`src/rtl/ikaopll_bus_writer.sv`:
```
// ikaopll_bus_writer: host-side initiator for the OPLL CPU bus.
// Buffers (register address, data) write requests in a FIFO and replays each
// one as a YM2413 address write followed by a data write, honouring the
// chip's post-write wait times. The sequencer advances only on phiM enables.
//
// Ports:
//   i_EMUCLK       master clock (same as XIN)
//   i_RST_n        asynchronous active-low reset
//   i_phiM_PCEN_n  phiM positive-edge clock enable, active low
//   i_REQ_VALID    request valid
//   o_REQ_READY    FIFO can accept a request (registered)
//   i_REQ_ADDR     OPLL register address
//   i_REQ_DATA     OPLL register data
//   o_CS_n         chip select to core
//   o_WR_n         write strobe to core
//   o_A0           0 = address phase, 1 = data phase
//   o_D            bus data to core
//   o_BUSY         sequencer not idle or FIFO not empty
//   o_FIFO_LEVEL   current FIFO occupancy
module ikaopll_bus_writer #(
  parameter int unsigned ADDR_WAIT       = 12,
  parameter int unsigned DATA_WAIT       = 84,
  parameter int unsigned PULSE_LEN       = 2,
  parameter int unsigned FIFO_DEPTH_LOG2 = 3
) (
  input  logic                       i_EMUCLK,
  input  logic                       i_RST_n,
  input  logic                       i_phiM_PCEN_n,
  input  logic                       i_REQ_VALID,
  output logic                       o_REQ_READY,
  input  logic [7:0]                 i_REQ_ADDR,
  input  logic [7:0]                 i_REQ_DATA,
  output logic                       o_CS_n,
  output logic                       o_WR_n,
  output logic                       o_A0,
  output logic [7:0]                 o_D,
  output logic                       o_BUSY,
  output logic [FIFO_DEPTH_LOG2:0]   o_FIFO_LEVEL
);

  localparam int unsigned DEPTH = 1 << FIFO_DEPTH_LOG2;
  localparam int unsigned PTR_W = FIFO_DEPTH_LOG2;
  localparam int unsigned LVL_W = FIFO_DEPTH_LOG2 + 1;
  localparam int unsigned ENT_W = 16;
  localparam int unsigned CNT_W = 7;

  // Counters load N-1 and terminate at 0; a length of 0 behaves like 1.
  localparam logic [CNT_W-1:0] PULSE_LOAD = CNT_W'((PULSE_LEN == 0) ? 0 : PULSE_LEN - 1);
  localparam logic [CNT_W-1:0] AWAIT_LOAD = CNT_W'((ADDR_WAIT == 0) ? 0 : ADDR_WAIT - 1);
  localparam logic [CNT_W-1:0] DWAIT_LOAD = CNT_W'((DATA_WAIT == 0) ? 0 : DATA_WAIT - 1);

  typedef enum logic [3:0] {
    ST_IDLE     = 4'd0,
    ST_A_SETUP  = 4'd1,
    ST_A_STROBE = 4'd2,
    ST_A_HOLD   = 4'd3,
    ST_A_WAIT   = 4'd4,
    ST_D_SETUP  = 4'd5,
    ST_D_STROBE = 4'd6,
    ST_D_HOLD   = 4'd7,
    ST_D_WAIT   = 4'd8
  } state_e;

  // ---------------------------------------------------------------- FIFO
  logic [ENT_W-1:0] mem_q [DEPTH];
  logic [PTR_W-1:0] wr_ptr_q, wr_ptr_d;
  logic [PTR_W-1:0] rd_ptr_q, rd_ptr_d;
  logic [LVL_W-1:0] level_q, level_d;
  logic             ready_q, ready_d;
  logic             push;
  logic             pop;
  logic             fifo_empty;
  logic [ENT_W-1:0] head;

  assign push       = i_REQ_VALID & ready_q;
  assign fifo_empty = (level_q == LVL_W'(0));
  assign head       = mem_q[rd_ptr_q];

  // Pointer/level next state; ready tracks the post-edge level.
  always_comb begin
    wr_ptr_d = wr_ptr_q;
    rd_ptr_d = rd_ptr_q;
    level_d  = level_q;
    if (push) wr_ptr_d = wr_ptr_q + PTR_W'(1);
    if (pop)  rd_ptr_d = rd_ptr_q + PTR_W'(1);
    if (push && !pop)      level_d = level_q + LVL_W'(1);
    else if (!push && pop) level_d = level_q - LVL_W'(1);
    ready_d = (level_d != LVL_W'(DEPTH));
  end

  // Storage is not reset; occupancy is tracked by the pointers alone.
  always_ff @(posedge i_EMUCLK) begin
    if (push) mem_q[wr_ptr_q] <= {i_REQ_ADDR, i_REQ_DATA};
  end

  always_ff @(posedge i_EMUCLK or negedge i_RST_n) begin
    if (!i_RST_n) begin
      wr_ptr_q <= '0;
      rd_ptr_q <= '0;
      level_q  <= '0;
      ready_q  <= 1'b1;
    end else begin
      wr_ptr_q <= wr_ptr_d;
      rd_ptr_q <= rd_ptr_d;
      level_q  <= level_d;
      ready_q  <= ready_d;
    end
  end

  // ----------------------------------------------------------- sequencer
  state_e           state_q, state_d;
  logic [CNT_W-1:0] cnt_q, cnt_d;
  logic             cs_q, cs_d;
  logic             wr_q, wr_d;
  logic             a0_q, a0_d;
  logic [7:0]       d_q, d_d;
  logic [7:0]       data_hold_q, data_hold_d;
  logic             start;

  // Next-state and next-output logic; everything holds on disabled cycles.
  always_comb begin
    state_d     = state_q;
    cnt_d       = cnt_q;
    cs_d        = cs_q;
    wr_d        = wr_q;
    a0_d        = a0_q;
    d_d         = d_q;
    data_hold_d = data_hold_q;
    start       = 1'b0;
    pop         = 1'b0;
    if (!i_phiM_PCEN_n) begin
      unique case (state_q)
        ST_IDLE: begin
          if (!fifo_empty) start = 1'b1;
        end
        ST_A_SETUP: begin
          state_d = ST_A_STROBE;
          wr_d    = 1'b0;
          cnt_d   = PULSE_LOAD;
        end
        ST_A_STROBE: begin
          if (cnt_q == CNT_W'(0)) begin
            state_d = ST_A_HOLD;
            wr_d    = 1'b1;
          end else begin
            cnt_d = cnt_q - CNT_W'(1);
          end
        end
        ST_A_HOLD: begin
          state_d = ST_A_WAIT;
          cs_d    = 1'b1;
          cnt_d   = AWAIT_LOAD;
        end
        ST_A_WAIT: begin
          if (cnt_q == CNT_W'(0)) begin
            state_d = ST_D_SETUP;
            cs_d    = 1'b0;
            a0_d    = 1'b1;
            d_d     = data_hold_q;
          end else begin
            cnt_d = cnt_q - CNT_W'(1);
          end
        end
        ST_D_SETUP: begin
          state_d = ST_D_STROBE;
          wr_d    = 1'b0;
          cnt_d   = PULSE_LOAD;
        end
        ST_D_STROBE: begin
          if (cnt_q == CNT_W'(0)) begin
            state_d = ST_D_HOLD;
            wr_d    = 1'b1;
          end else begin
            cnt_d = cnt_q - CNT_W'(1);
          end
        end
        ST_D_HOLD: begin
          state_d = ST_D_WAIT;
          cs_d    = 1'b1;
          cnt_d   = DWAIT_LOAD;
        end
        ST_D_WAIT: begin
          // Chain straight into the next transaction when work is queued.
          if (cnt_q == CNT_W'(0)) begin
            if (!fifo_empty) start = 1'b1;
            else             state_d = ST_IDLE;
          end else begin
            cnt_d = cnt_q - CNT_W'(1);
          end
        end
        default: begin
          state_d = ST_IDLE;
          cs_d    = 1'b1;
          wr_d    = 1'b1;
        end
      endcase
      if (start) begin
        pop         = 1'b1;
        state_d     = ST_A_SETUP;
        cs_d        = 1'b0;
        wr_d        = 1'b1;
        a0_d        = 1'b0;
        d_d         = head[15:8];
        data_hold_d = head[7:0];
      end
    end
  end

  always_ff @(posedge i_EMUCLK or negedge i_RST_n) begin
    if (!i_RST_n) begin
      state_q     <= ST_IDLE;
      cnt_q       <= '0;
      cs_q        <= 1'b1;
      wr_q        <= 1'b1;
      a0_q        <= 1'b0;
      d_q         <= '0;
      data_hold_q <= '0;
    end else begin
      state_q     <= state_d;
      cnt_q       <= cnt_d;
      cs_q        <= cs_d;
      wr_q        <= wr_d;
      a0_q        <= a0_d;
      d_q         <= d_d;
      data_hold_q <= data_hold_d;
    end
  end

  assign o_REQ_READY  = ready_q;
  assign o_CS_n       = cs_q;
  assign o_WR_n       = wr_q;
  assign o_A0         = a0_q;
  assign o_D          = d_q;
  assign o_FIFO_LEVEL = level_q;
  assign o_BUSY       = (state_q != ST_IDLE) | (level_q != LVL_W'(0));

endmodule

```
`config.mk`:
```
export PLATFORM = sky130hd
export DESIGN_NAME = ikaopll_bus_writer
export DESIGN_NICKNAME = d
export VERILOG_FILES = /design/src/rtl/ikaopll_bus_writer.sv
export SDC_FILE = /design/constraint.sdc
export NUM_CORES = 1
export LEC_CHECK = 0
export CORE_UTILIZATION = 47
export CTS_BUF_LIST = sky130_fd_sc_hd__clkbuf_16
export DETAILED_ROUTE_END_ITERATION = 16
export PLACE_DENSITY = 0.73
export SLEW_MARGIN = 10
export SYNTH_ARGS = -nofsm -noshare
export SYNTH_HDL_FRONTEND = slang
export SYNTH_SLANG_ARGS = --single-unit
```
`constraint.sdc`:
```
create_clock -name i_EMUCLK -period 3.9 [get_ports i_EMUCLK]
set_clock_uncertainty 0.15 [all_clocks]
set_input_delay 1.17 -clock i_EMUCLK [delete_from_list [all_inputs] [get_ports i_EMUCLK]]
set_output_delay 1.17 -clock i_EMUCLK [all_outputs]
set_load 0.05 [all_outputs]
```
==> results of run 1 <==
sequential cells by signal (all words and copies together), names as in the netlist:
signal        count
o_WR_n            1
wr_ptr_q          3
state_q           4
o_D               8
o_FIFO_LEVEL      4
data_hold_q       8
mem_q           128
o_REQ_READY       1
cnt_q             7
rd_ptr_q          3
o_A0              1
o_CS_n            1
how the worst max path moves through the flow:
stage / from / to / slack, ns / cells after the start
2_1_floorplan: i_REQ_VALID / mem_q[0][0] / 0.42 / 4
3_3_place_gp: o_FIFO_LEVEL[0] / o_BUSY / 0.52 / 5
3_5_place_dp: o_FIFO_LEVEL[0] / o_BUSY / 0.50 / 5
4_1_cts: o_FIFO_LEVEL[0] / o_BUSY / 0.04 / 5
5_1_grt: o_FIFO_LEVEL[1] / o_BUSY / 0.32 / 5
6_report: o_FIFO_LEVEL[0] / o_BUSY / 0.46 / 5
tightest hold or removal path, cell delays in order (launching register included):
cell	delay [ns]
dfrtp_1	0.34
nand2_1	0.05
o21ai_0	0.06
power by group through the flow:
stage	registers (mW)	clock network [mW]	logic, mW
2_1_floorplan	2.83	0	1.51
3_3_place_gp	2.68	0	2.17
3_5_place_dp	2.71	0	2.21
4_1_cts	2.67	1.63	2.22
5_1_grt	2.73	1.70	2.36
6_report	2.67	1.60	2.18
layer usage:
layer  up-vias  routed length, um
met5         -                  0
met4         0                146
met3        12                764
met2       101               6570
met1      1911               5690
li1       1767                  -
area by class of cell:
type,count,share of cell area (%)
Clock buffer,17,5.13
Clock inverter,15,1.66
Inverter,10,0.453
Multi-Input combinational cell,229,25.6
Sequential cell,169,58.8
Tap cell,184,2.78
Timing Repair Buffer,50,5.59
synth_stat cells, types with 3 or more instances:
master / instances / area share, %
edfxtp_1: 128 / 53
dfrtp_1: 38 / 13
nand2_1: 33 / 1.7
mux4_2: 24 / 7.5
nor2_1: 24 / 1.3
mux2_2: 23 / 3.6
o21ai_0: 18 / 1.3
mux2i_1: 11 / 1.5
inv_1: 10 / 0.52
a21oi_1: 9 / 0.63
clkbuf_1: 9 / 0.47
nor3_1: 9 / 0.63
mux4_1: 8 / 2.9
buf_2: 6 / 0.42
ha_1: 6 / 1.0
xnor2_1: 5 / 0.61
a31oi_1: 4 / 0.35
nand2b_1: 4 / 0.35
or3_1: 4 / 0.35
dfstp_2: 3 / 1.1
mux2_4: 3 / 0.63
o21bai_1: 3 / 0.31
xor2_1: 3 / 0.37
through the flow:
step / util, % / instances
after global routing: 56.2 / 674
after floorplan: - / 432
final: 56.2 / 674
after CTS: 56.1 / 674
after global placement: 52.3 / 642
after detailed placement: 52.3 / 642
logic make-up after synthesis:
kind of cell               Yosys count  synth area share [%]
muxes                               69                  16.2
adders and majority gates            7                  1.18
buffers and inverters               34                  2.92
and+or+nand+nor                     92                  6.26
AOI/OAI and AO/OA                   53                  4.71
DFF                                169                  67.8
xor gates and xnor gates             8                 0.974
==> key figures, run 1 <==
Outcome
  – Status: completed

Clocking
  – Clk_lat worst skew: 0.43 ns
  – Worst-case clock buffer depth: 2
  – Total clock sinks: 169
  – Root Driver: clkbuf_16
  – CTS tree: yes
  – Post-CTS Setup Inserts: 0
  – Num CTS Buffers: 17
  – Post-CTS Hold Buffers: 0
  – Post-cts sizing count: 0
  – Clock transition at path regs: 0.06 ns
  – CTS H-tree depth: 4

Die
  – Chip Height: 126 um
  – Total die area: between 0.015 and 0.02 mm^2
  – Core area: 0.0148 mm^2
  – IO Pins: 37
  – DIE WIDTH: 126 um
  – FP Rows: 44
  – Starting Density: 48.8%

Synth
  – Post-synth ARST share: between 20 and 25%
  – Number of flops mapped to enable cells by yosys: 128
  – Post-Synthesis Cell Area: 0.00719 mm^2
  – Synth warn: 0
  – Synthesized instance count: 432
  – Most used DFF post-synth: edfxtp_1
  – Yosys reg bits: 169
  – Seq/Total Area, Yosys: 67.8%
  – Mean Syn Cell Area: 16.7 um^2
  – Distinct cells, synth: 54
  – Syn_nets: 458

Pwr
  – Clock power share: about 25%
  – Switching power total: 2.15 mW
  – Net Sw Frac: 33.4%
  – Pleak: around 3.0 nW
  – P_int: 4.30 mW
  – Reg power frac: 41.4%
  – Maximum vdd drop: ~0.39 mV
  – Combinational Power Share: between 30% and 40%
  – Total power: 6.46 mW
  – Pwr dens: 779 mW/mm^2

Finish
  – Multi-input logic area: 0.00212 mm^2
  – Fraction of layout cells with a size suffix above 1: 20.6%
  – Register area: 0.00487 mm^2
  – Final nets: 503
  – # fillers: 1136
  – Antenna diodes: 0
  – Commonest non-fill, non-tap cell in the layout: edfxtp_1
  – Most frequent cells in the layout: edfxtp_1, dfrtp_1, clkdlybuf4s50_1, nand2_1
  – P&R area growth vs syn: 15.2%
  – Final instance area: 0.00829 mm^2

Setup path
  – CP max stage delay: 0.48 ns
  – Depth of the most critical reg-to-reg path: 7
  – Critical Path End Type: primary output
  – Cell family with the largest share of critical-path delay: simple AND/OR/NAND/NOR gates
  – Critical Path RT: 2.58 ns
  – Crit path max fanout: 7
  – Kind of critical path: flip-flop to primary output
  – R2r startpoint: o_FIFO_LEVEL[0]
  – Worst Path Buf+Inv: 2
  – Reg-to-reg critical path endpoint: o_D[1]
  – Worst EP arrival: 2.12 ns
  – Crit path cell chain: inv_1 > ha_1 > or3b_2 > nand3b_1 > dlymetal6s2s_1
  – Crit path launch type: flip-flop
  – R2R Setup Slk: 1.19 ns
  – Slowest CP cell: or3b_2

GRT
  – Met2 Track Usage GR: 29.5%
  – GR Overflow Total: 0
  – Total track usage: 18.1%
  – Busiest grt layer: met2
  – Initial antenna violation count: 0
  – GR Util met1: roughly a quarter
  – Number of global-route vias before repair: 3865
  – First-pass GRT wire length: 20900 um
  – GR Util met3: under 10%
  – Largest net degree at the start of global routing: 42

Place
  – Port Buf Inserts: 36
  – Placed Area: 0.00772 mm^2
  – DP Worst Slack: 0.501 ns
  – RD Place Congestion: 0.882
  – Detail Placement HPWL: about 8100 um

Routing
  – Drt pass-1 iters: 5
  – Iteration-0 DRC Markers: 190
  – Via density: roughly 5.6
  – Wire length per cell: 19.5 um
  – Post-route ant nets: 0
  – Vias: 3791
  – WL final: 13200 um
  – Drt drc: 0

Timing
  – F_max: 290 MHz
  – Setup_tns: 0 ns
  – Worst-Margin Slew: 0.994 ns
  – Final min period: 3.44 ns
  – Slew Viols, Final: 0
  – Fin crit share: 88.3%
  – Final hold slack: approximately 0.34 ns
  – Final setup fails: 0
  – Fin worst setup slack: around 0.46 ns
  – Relative slew slack: 33.8%
  – Final hold vios: 0
  – RSZ-0062 raised after global routing: no

Worst hold path
  – WHS Path Cells: 2
  – HP Class: flip-flop to flip-flop
  – Worst min-delay path endpoint: data_hold_q[2]
  – Hold Crit Start: data_hold_q[2]

Job
  – Max Cap Viol: 0
Note: power is estimated with default switching activity, not from simulation.
==> run 2, diff against run 1 <==
TNS_END_PERCENT = 100   (was default)
==> results of run 2 <==
Same layout as run 1: the final DEF is identical, and so are final timing and power.
